[src/rtl/game_sequencer.sv]
// Snake game controller: owns the game state, divides the system clock into game steps and
// issues the ordered move / evaluate / track strobes to the datapath, plus direction, score and move count.
module game_sequencer #(
    parameter int TICK_DIV = 5000000
) (
    input  logic       i_sys_clk,
    input  logic       i_rst_n,
    input  logic       i_start,
    input  logic       i_pause,
    input  logic       i_up,
    input  logic       i_down,
    input  logic       i_left,
    input  logic       i_right,
    input  logic       i_collision,
    input  logic       i_got_item,
    output logic [1:0] o_dir,
    output logic       o_step_move,
    output logic       o_step_track,
    output logic       o_grow,
    output logic       o_item_regen,
    output logic       o_game_rst,
    output logic [1:0] o_state,
    output logic [7:0] o_score,
    output logic [9:0] o_moves
);

    localparam int TW = $clog2(TICK_DIV);
    localparam logic [TW-1:0] TICK_LAST = TW'(TICK_DIV - 1);

    typedef enum logic [1:0] {
        ST_IDLE   = 2'b00,
        ST_RUN    = 2'b01,
        ST_PAUSED = 2'b10,
        ST_OVER   = 2'b11
    } state_t;

    typedef enum logic [1:0] {
        PH_WAIT  = 2'b00,
        PH_MOVE  = 2'b01,
        PH_EVAL  = 2'b10,
        PH_TRACK = 2'b11
    } phase_t;

    state_t          r_state;
    phase_t          r_phase;
    logic [TW-1:0]   r_tick;
    logic [1:0]      r_dir;
    logic [1:0]      r_next_dir;
    logic [7:0]      r_score;
    logic [9:0]      r_moves;
    logic            r_pause_pend;
    logic            r_start_d;
    logic            r_pause_d;
    logic            r_step_move;
    logic            r_step_track;
    logic            r_grow;
    logic            r_item_regen;
    logic            r_game_rst;

    logic            w_start_edge;
    logic            w_pause_edge;
    logic            w_btn_valid;
    logic [1:0]      w_btn_dir;
    logic            w_btn_ok;

    assign w_start_edge = i_start & ~r_start_d;
    assign w_pause_edge = i_pause & ~r_pause_d;

    // Only a single pressed button names a direction; chords and idle leave NEXT_DIR alone.
    always_comb begin
        w_btn_valid = 1'b1;
        w_btn_dir   = 2'b11;
        case ({i_up, i_down, i_left, i_right})
            4'b1000: w_btn_dir = 2'b00;
            4'b0100: w_btn_dir = 2'b01;
            4'b0010: w_btn_dir = 2'b10;
            4'b0001: w_btn_dir = 2'b11;
            default: w_btn_valid = 1'b0;
        endcase
    end

    // Opposite directions differ only in bit 0 with this encoding.
    assign w_btn_ok = w_btn_valid && ((w_btn_dir ^ r_dir) != 2'b01);

    always_ff @(posedge i_sys_clk or negedge i_rst_n) begin
        if (!i_rst_n) begin
            r_state      <= ST_IDLE;
            r_phase      <= PH_WAIT;
            r_tick       <= '0;
            r_dir        <= 2'b11;
            r_next_dir   <= 2'b11;
            r_score      <= '0;
            r_moves      <= '0;
            r_pause_pend <= 1'b0;
            r_start_d    <= 1'b0;
            r_pause_d    <= 1'b0;
            r_step_move  <= 1'b0;
            r_step_track <= 1'b0;
            r_grow       <= 1'b0;
            r_item_regen <= 1'b0;
            r_game_rst   <= 1'b0;
        end else begin
            r_start_d    <= i_start;
            r_pause_d    <= i_pause;
            r_step_move  <= 1'b0;
            r_step_track <= 1'b0;
            r_grow       <= 1'b0;
            r_item_regen <= 1'b0;
            r_game_rst   <= 1'b0;

            if (r_state == ST_RUN && w_btn_ok) begin
                r_next_dir <= w_btn_dir;
            end

            case (r_state)
                ST_IDLE, ST_OVER: begin
                    if (w_start_edge) begin
                        r_state      <= ST_RUN;
                        r_phase      <= PH_WAIT;
                        r_game_rst   <= 1'b1;
                        r_tick       <= '0;
                        r_score      <= '0;
                        r_moves      <= '0;
                        r_dir        <= 2'b11;
                        r_next_dir   <= 2'b11;
                        r_pause_pend <= 1'b0;
                    end
                end
                ST_RUN: begin
                    case (r_phase)
                        PH_WAIT: begin
                            // A pause seen here freezes the counter at its current value.
                            if (w_pause_edge) begin
                                r_state <= ST_PAUSED;
                            end else if (r_tick == TICK_LAST) begin
                                r_tick      <= '0;
                                r_phase     <= PH_MOVE;
                                r_dir       <= r_next_dir;
                                r_step_move <= 1'b1;
                            end else begin
                                r_tick <= r_tick + TW'(1);
                            end
                        end
                        PH_MOVE: begin
                            r_tick  <= r_tick + TW'(1);
                            r_phase <= PH_EVAL;
                            if (w_pause_edge) r_pause_pend <= 1'b1;
                        end
                        PH_EVAL: begin
                            if (i_collision) begin
                                r_state      <= ST_OVER;
                                r_phase      <= PH_WAIT;
                                r_pause_pend <= 1'b0;
                            end else begin
                                r_tick       <= r_tick + TW'(1);
                                r_phase      <= PH_TRACK;
                                r_step_track <= 1'b1;
                                r_grow       <= i_got_item;
                                r_item_regen <= i_got_item;
                                if (w_pause_edge) r_pause_pend <= 1'b1;
                            end
                        end
                        default: begin
                            // TRACK: r_grow still holds the flag captured in EVAL.
                            r_tick       <= r_tick + TW'(1);
                            r_phase      <= PH_WAIT;
                            r_moves      <= r_moves + 10'd1;
                            if (r_grow && r_score != 8'hFF) r_score <= r_score + 8'd1;
                            if (r_pause_pend || w_pause_edge) r_state <= ST_PAUSED;
                            r_pause_pend <= 1'b0;
                        end
                    endcase
                end
                default: begin
                    if (w_pause_edge) r_state <= ST_RUN;
                end
            endcase
        end
    end

    assign o_dir        = r_dir;
    assign o_step_move  = r_step_move;
    assign o_step_track = r_step_track;
    assign o_grow       = r_grow;
    assign o_item_regen = r_item_regen;
    assign o_game_rst   = r_game_rst;
    assign o_state      = r_state;
    assign o_score      = r_score;
    assign o_moves      = r_moves;

endmodule
[config.mk]
export PLATFORM = sky130hd
export DESIGN_NAME = game_sequencer
export DESIGN_NICKNAME = d
export VERILOG_FILES = /design/src/rtl/game_sequencer.sv
export SDC_FILE = /design/constraint.sdc
export NUM_CORES = 1
export LEC_CHECK = 0
export BUFFER_PORTS_ARGS = -buffer_cell sky130_fd_sc_hd__clkbuf_2
export CAP_MARGIN = 20
export CORE_UTILIZATION = 55
export CTS_BUF_LIST = sky130_fd_sc_hd__clkbuf_8
export DETAILED_ROUTE_END_ITERATION = 16
export GPL_ROUTABILITY_DRIVEN = 0
export GPL_TIMING_DRIVEN = 0
export PLACE_DENSITY = 0.78
export REMOVE_ABC_BUFFERS = 1
export SYNTH_ARGS = -nofsm -noshare
export SYNTH_HDL_FRONTEND = slang
export SYNTH_SLANG_ARGS = --single-unit
export TNS_END_PERCENT = 10
[constraint.sdc]
create_clock -name i_sys_clk -period 2.7 [get_ports i_sys_clk]
set_input_delay 0.54 -clock i_sys_clk [delete_from_list [all_inputs] [get_ports i_sys_clk]]
set_output_delay 0.54 -clock i_sys_clk [all_outputs]
set_load 0.03 [all_outputs]
# ---- Yosys cells after proc, flatten, opt, wreduce, memory -nomap -nowiden
# Cells that the tools add are included.
# Widths: inputs -> output; s select.
dict set report word_totals {
  word_cells 118
  inputBits 10
  out_inout_bits 27
  register_bits 56
}
dict set report classes {
  n_reduce_logical 18
  n_bitwise 5
  n_eq_ne 25
  n_addsub 3
  n_mux 53
}
# cell count
set ops {}
lappend ops {{$mux 23} 4}
lappend ops {{$pmux 23 s2} 2}
lappend ops {{$mux 2} 16}
lappend ops {{$mux 8} 3}
lappend ops {{$add 23x1->23 const B} 1}
lappend ops {{$eq 23x23->1 const B} 1}
lappend ops {{$mux 10} 2}
lappend ops {{$pmux 10 s2} 1}
lappend ops {{$pmux 2 s3} 3}
lappend ops {{$mux 1} 16}
lappend ops {{$pmux 8 s2} 1}
lappend ops {{$ne 3x3->1 const B} 5}
lappend ops {{$pmux 2 s2} 3}
lappend ops {{$reduce_and 4->1} 3}
lappend ops {{$add 10x1->10 const B} 1}
lappend ops {{$ne 2x2->1 const B} 5}
lappend ops {{$add 8x1->8 const B} 1}
lappend ops {{$ne 2x1->1 const B} 4}
lappend ops {{$ne 8x8->1 const B} 1}
lappend ops {{$reduce_and 3->1} 2}
lappend ops {{$reduce_and 6->1} 1}
lappend ops {{$reduce_and 5->1} 1}
lappend ops {{$eq 2x1->1 const B} 2}
lappend ops {{$eq 2x2->1 const B} 2}
lappend ops {{other kinds (18)} 23}

# ---- Longest topological paths before layout
dict set report logic_depth {
  depth_word 9
  depth_mapped 9
  depth_no_buf 7
}

# ---- Worst setup path after synthesis
# No wires, ideal clock.
dict set report synth_path {
  path_kind {register to register}
  startpoint {register r_state[1] (netlist: o_state[1])}
  endpoint {register r_tick[15]}
  setup_ns 0.078
  arrival_ns 2.221
  stages_incl_launch_ff 10
  slack_ns 0.401
  synth_period_minus_slack_ns 2.299
  path_buffers 2
  path_cell_list {dfrtp_1 inv_1 ha_1 clkbuf_1 nand2_1 o21ai_0 or3_1 buf_2 or3_1 a21oi_1}
}
dict set report synth_between {
  elab_chain_len 4
}
# item line_no
set synth_lines {}
lappend synth_lines {{start: declaration} 44} ;# state_t r_state;
lappend synth_lines {{start signal: assignment} 87} ;# r_state <= ST_IDLE;
lappend synth_lines {{start signal: assignment} 118} ;# r_state <= ST_RUN;
lappend synth_lines {{start signal: assignment} 134} ;# r_state <= ST_PAUSED;
lappend synth_lines {{$eq 2x2->1 / $logic_not 2->1 (equally long branches)} 115} ;# case (r_state)
lappend synth_lines {{$reduce_or 2->1} 115}
lappend synth_lines {{$ne 2x2->1 (no line) / $reduce_bool 2->1 (equally long branches)} n/a}
lappend synth_lines {{$reduce_and 4->1 (no line)} n/a}
lappend synth_lines {{end signal: assignment} 141} ;# r_tick <= r_tick + TW'(1);
lappend synth_lines {{end signal: assignment} 145} ;# r_tick <= r_tick + TW'(1);
lappend synth_lines {{end signal: assignment} 155} ;# r_tick <= r_tick + TW'(1);
lappend synth_lines {{end: declaration} 46} ;# logic [TW-1:0] r_tick;
# Parallel ways exist; a longest one is shown, timed or not.
# A chain may end at the register's enable or synchronous reset.

# ---- Final worst setup path
dict set report layout_path {
  startpoint {register r_state[0] (netlist: o_state[0])}
  endpoint {register r_tick[20]}
}
# Same word-level chain as after synthesis.

==> out/results.ini <==
[critical_path]
criticalPathCategory = reg -> reg
worst_setup_path_start_kind = register
end_kind = register
critical_path_required_ns = 2.95
cp_max_fo = 9
arrival_ns = 2.61

[synth]
synthArstFlopShare_pct = 100
syn-instance-count = 335
yosysTopAreaCellShare_pct = 42.0
syn-cell-area_um2 = 3100
synth.largest_area_cell = dfrtp_1
yosys_most_used_dff = dfrtp_1
yosys_warnings = 0
synth_edf_count = 0
synthTopCellsByArea = dfrtp_1, nor2_1, ha_1, nand2_1, dfstp_2
synth.avg_cell_area_um2 = 9.24
ys_types = 52
ys_ff_latch = 56
yosysSeqAreaShare_pct = 45.4

[pwr]
power.switching_uw = 1010
ir_worst_vdd_mv = 0.474
pwr-share-clk_pct = 22.6
p_sw_share_pct = 41.3
p_leak_uw = 0.00154
p_per_area_nw_per_um2 = 706
seqPwrFrac_pct = 39.7
internal_power_uw = 1440
p_comb_share_pct = 37.7

[timing]
finalWorstSetupSlack_ns = 0.337
post-route-period-util_pct = 87.5
period_minus_slack_ns = 2.36
hold_viol = 0
rsz0062_at_grt = no
finClkSkew_ns = 0.0117
fmax_mhz = 423
slew_viol_final = 0
worstMarginPinSlew_ns = 0.877
slew_headroom_pct = 41.3
finalSetupViolations = 0
tns_ns = 0

[drt]
dr.pass1.iters = 5
drc = 0
vias = 2632
drtIter0Drc = 154
wl_um = 6570
drtAntennaViolNets = 0
viasPerCell = 5.98
wire_per_inst_um = 14.9

[clocking]
clkTransAtPathRegs_ns = 0.11
root_buffer = clkbuf_8
cts_sinks = 56
cts_setup_buffers = 0
clk_path_buf_depth = 2
clock_latency_ns = 0.32
tritoncts = done
h-tree-depth = 2
cts_made_buffers = 5

[floorplan]
coreArea_um2 = 5270
die_height_um = 77.0
io_pins = 37
initial_utilization_pct = 58.8
dieArea_um2 = 5930
die_w_um = 77.0
std_cell_rows = 26

[finish]
area_growth_pct = 12.2
nets = 388
layout-drive-gt1-share_pct = 14.9
fill_cells = 459
antenna_cells = 0

[run]
maxCapViolations = 0

[global_routing]
grt_max_degree = 37
grt_util_all_layers_pct = 22.8
antenna_found_initial = 0
grt_pass1_wl_um = 10800
grt_overflow = 0
grt_pass1_vias = 2351

[place]
dp_hpwl_um = 4650
pre_cts_ws_ns = 0.0605
io_buffers = 36

[min_path]
hold_path_class = in -> async

[outcome]
run_status = finished clean

metrics by stage:
| stage | hold WS [ns] | cell area, um^2 | util [%] | power (uW) | std cells |
|---|---|---|---|---|---|
| floorplan | 0.244 | 3050 | - | 1610 | 325 |
| global placement | 0.501 | 3320 | 63.0 | 1850 | 431 |
| detailed placement | 0.515 | 3340 | 63.4 | 1880 | 432 |
| CTS | 0.202 | 3450 | 65.5 | 2430 | 440 |
| global route | 0.227 | 3470 | 65.9 | 2610 | 440 |
| finish | 0.188 | 3470 | 65.9 | 2450 | 440 |
timing repair:
| item | 4_1_cts | 5_1_grt |
|---|---|---|
| hold buffers | 0 | 0 |
| endpoints found under the setup margin | 0 | 28 |
| gates resized for setup | 0 | 5 |
| hold endpoints to repair | 0 | 0 |
synth_stat cells, types with 2 or more instances:
cell      instances
and4_1            3
nor4_1            6
o211ai_1          4
clkbuf_1          7
xor2_1           10
and3_1            8
o31ai_1           4
o41ai_1           2
o22ai_1           2
dfrtp_1          52
and4b_1           3
a211oi_1          2
o21a_1            2
nor4b_1           2
inv_1            15
dfstp_2           4
a31oi_1           2
ha_1              9
nand3b_1          2
nand4_1          10
nand2_1          29
xnor2_1          11
a21oi_1          18
nor2b_1           3
o21ai_0          18
or4b_1            3
and2_1            5
nand2b_1          4
nor2_1           32
mux2i_1           5
nor3_1            6
or3_1             7
or4_1             5
nand3_1          20
nor3b_1           2
buf_2             2
routing by layer:
layer / track usage, % / routed length (um) / vias up
met5: 0 / 0 / -
met4: 7.92 / 100 / 0
met3: 3.93 / 203 / 11
met2: 39.5 / 3210 / 53
li1: - / - / 1291
met1: 28.8 / 3050 / 1277
critical path: stages (launching register included):
cell,delay (ns)
dfrtp_1,0.39
inv_1,0.07
ha_1,0.39
a21oi_2,0.36
nand3_1,0.35
or4_1,0.58
a21oi_1,0.16
power by group through the flow:
stage               registers (uW)  clock network [uW]  logic (uW)
CTS                            972                 562         893
detailed placement             989                   0         889
global route                   982                 592        1040
floorplan                     1040                   0         570
global placement               983                   0         867
finish                         973                 555         925
cell families (layout without fill, tap and decap cells):
| family | Yosys count | count (layout) | synth area share (%) |
|---|---|---|---|
| flops | 56 | 56 | 45.4 |
| simple gates | 154 | 154 | 27.1 |
| xor+xnor | 21 | 21 | 5.94 |
| fa+ha+maj | 9 | 9 | 3.64 |
| compound gates | 65 | 65 | 13.1 |
| buf+inv | 25 | 60 | 3.23 |
| mux | 5 | 5 | 1.62 |
cell usage in the layout (no fill, tap or decap), types with 5 or more instances in the layout:
cell	instances
or3_1	7
dfrtp_1	52
inv_1	15
or4_1	5
nor2_1	32
xnor2_1	11
clkbuf_8	5
nand4_1	10
xor2_1	10
and3_1	8
nor3_1	6
ha_1	8
a21oi_1	17
mux2i_1	5
nand3_1	20
and2_1	5
clkbuf_2	36
o21ai_0	18
nor4_1	6
nand2_1	29
sequential cells by signal, summed over array words and instances (netlist names):
signal        cells
o_state           2
o_moves          10
o_game_rst        1
r_pause_pend      1
r_phase           2
o_step_track      1
o_dir             2
o_step_move       1
r_start_d         1
r_pause_d         1
r_next_dir        2
o_score           8
r_tick           23
o_item_regen      1
path summary, 6_finish.rpt:
kind,from,endpoint,slack (ns),depth (start not counted)
worst max-delay path,o_state[0],r_tick[20],0.34,6
worst min-delay path,i_rst_n,o_score[4],0.19,1
worst max register to register,o_state[0],r_tick[20],0.34,6
worst min register to register,r_tick[1],r_tick[1],0.54,2
max in group asynchronous,i_rst_n,o_dir[0],1.84,2
min in group i_sys_clk,i_start,r_start_d,0.37,1
layout make-up:
cell class | count | area (um^2) | area share [%]
Multi-Input combinational cell | 254 | 1610 | 46.4
Sequential cell | 56 | 1410 | 40.5
Timing Repair Buffer | 37 | 200 | 5.76
Tap cell | 70 | 87.6 | 2.52
Clock buffer | 5 | 68.8 | 1.98
Inverter | 15 | 56.3 | 1.62
Clock inverter | 3 | 42.5 | 1.22
Note: power is estimated with default switching activity, not from simulation.
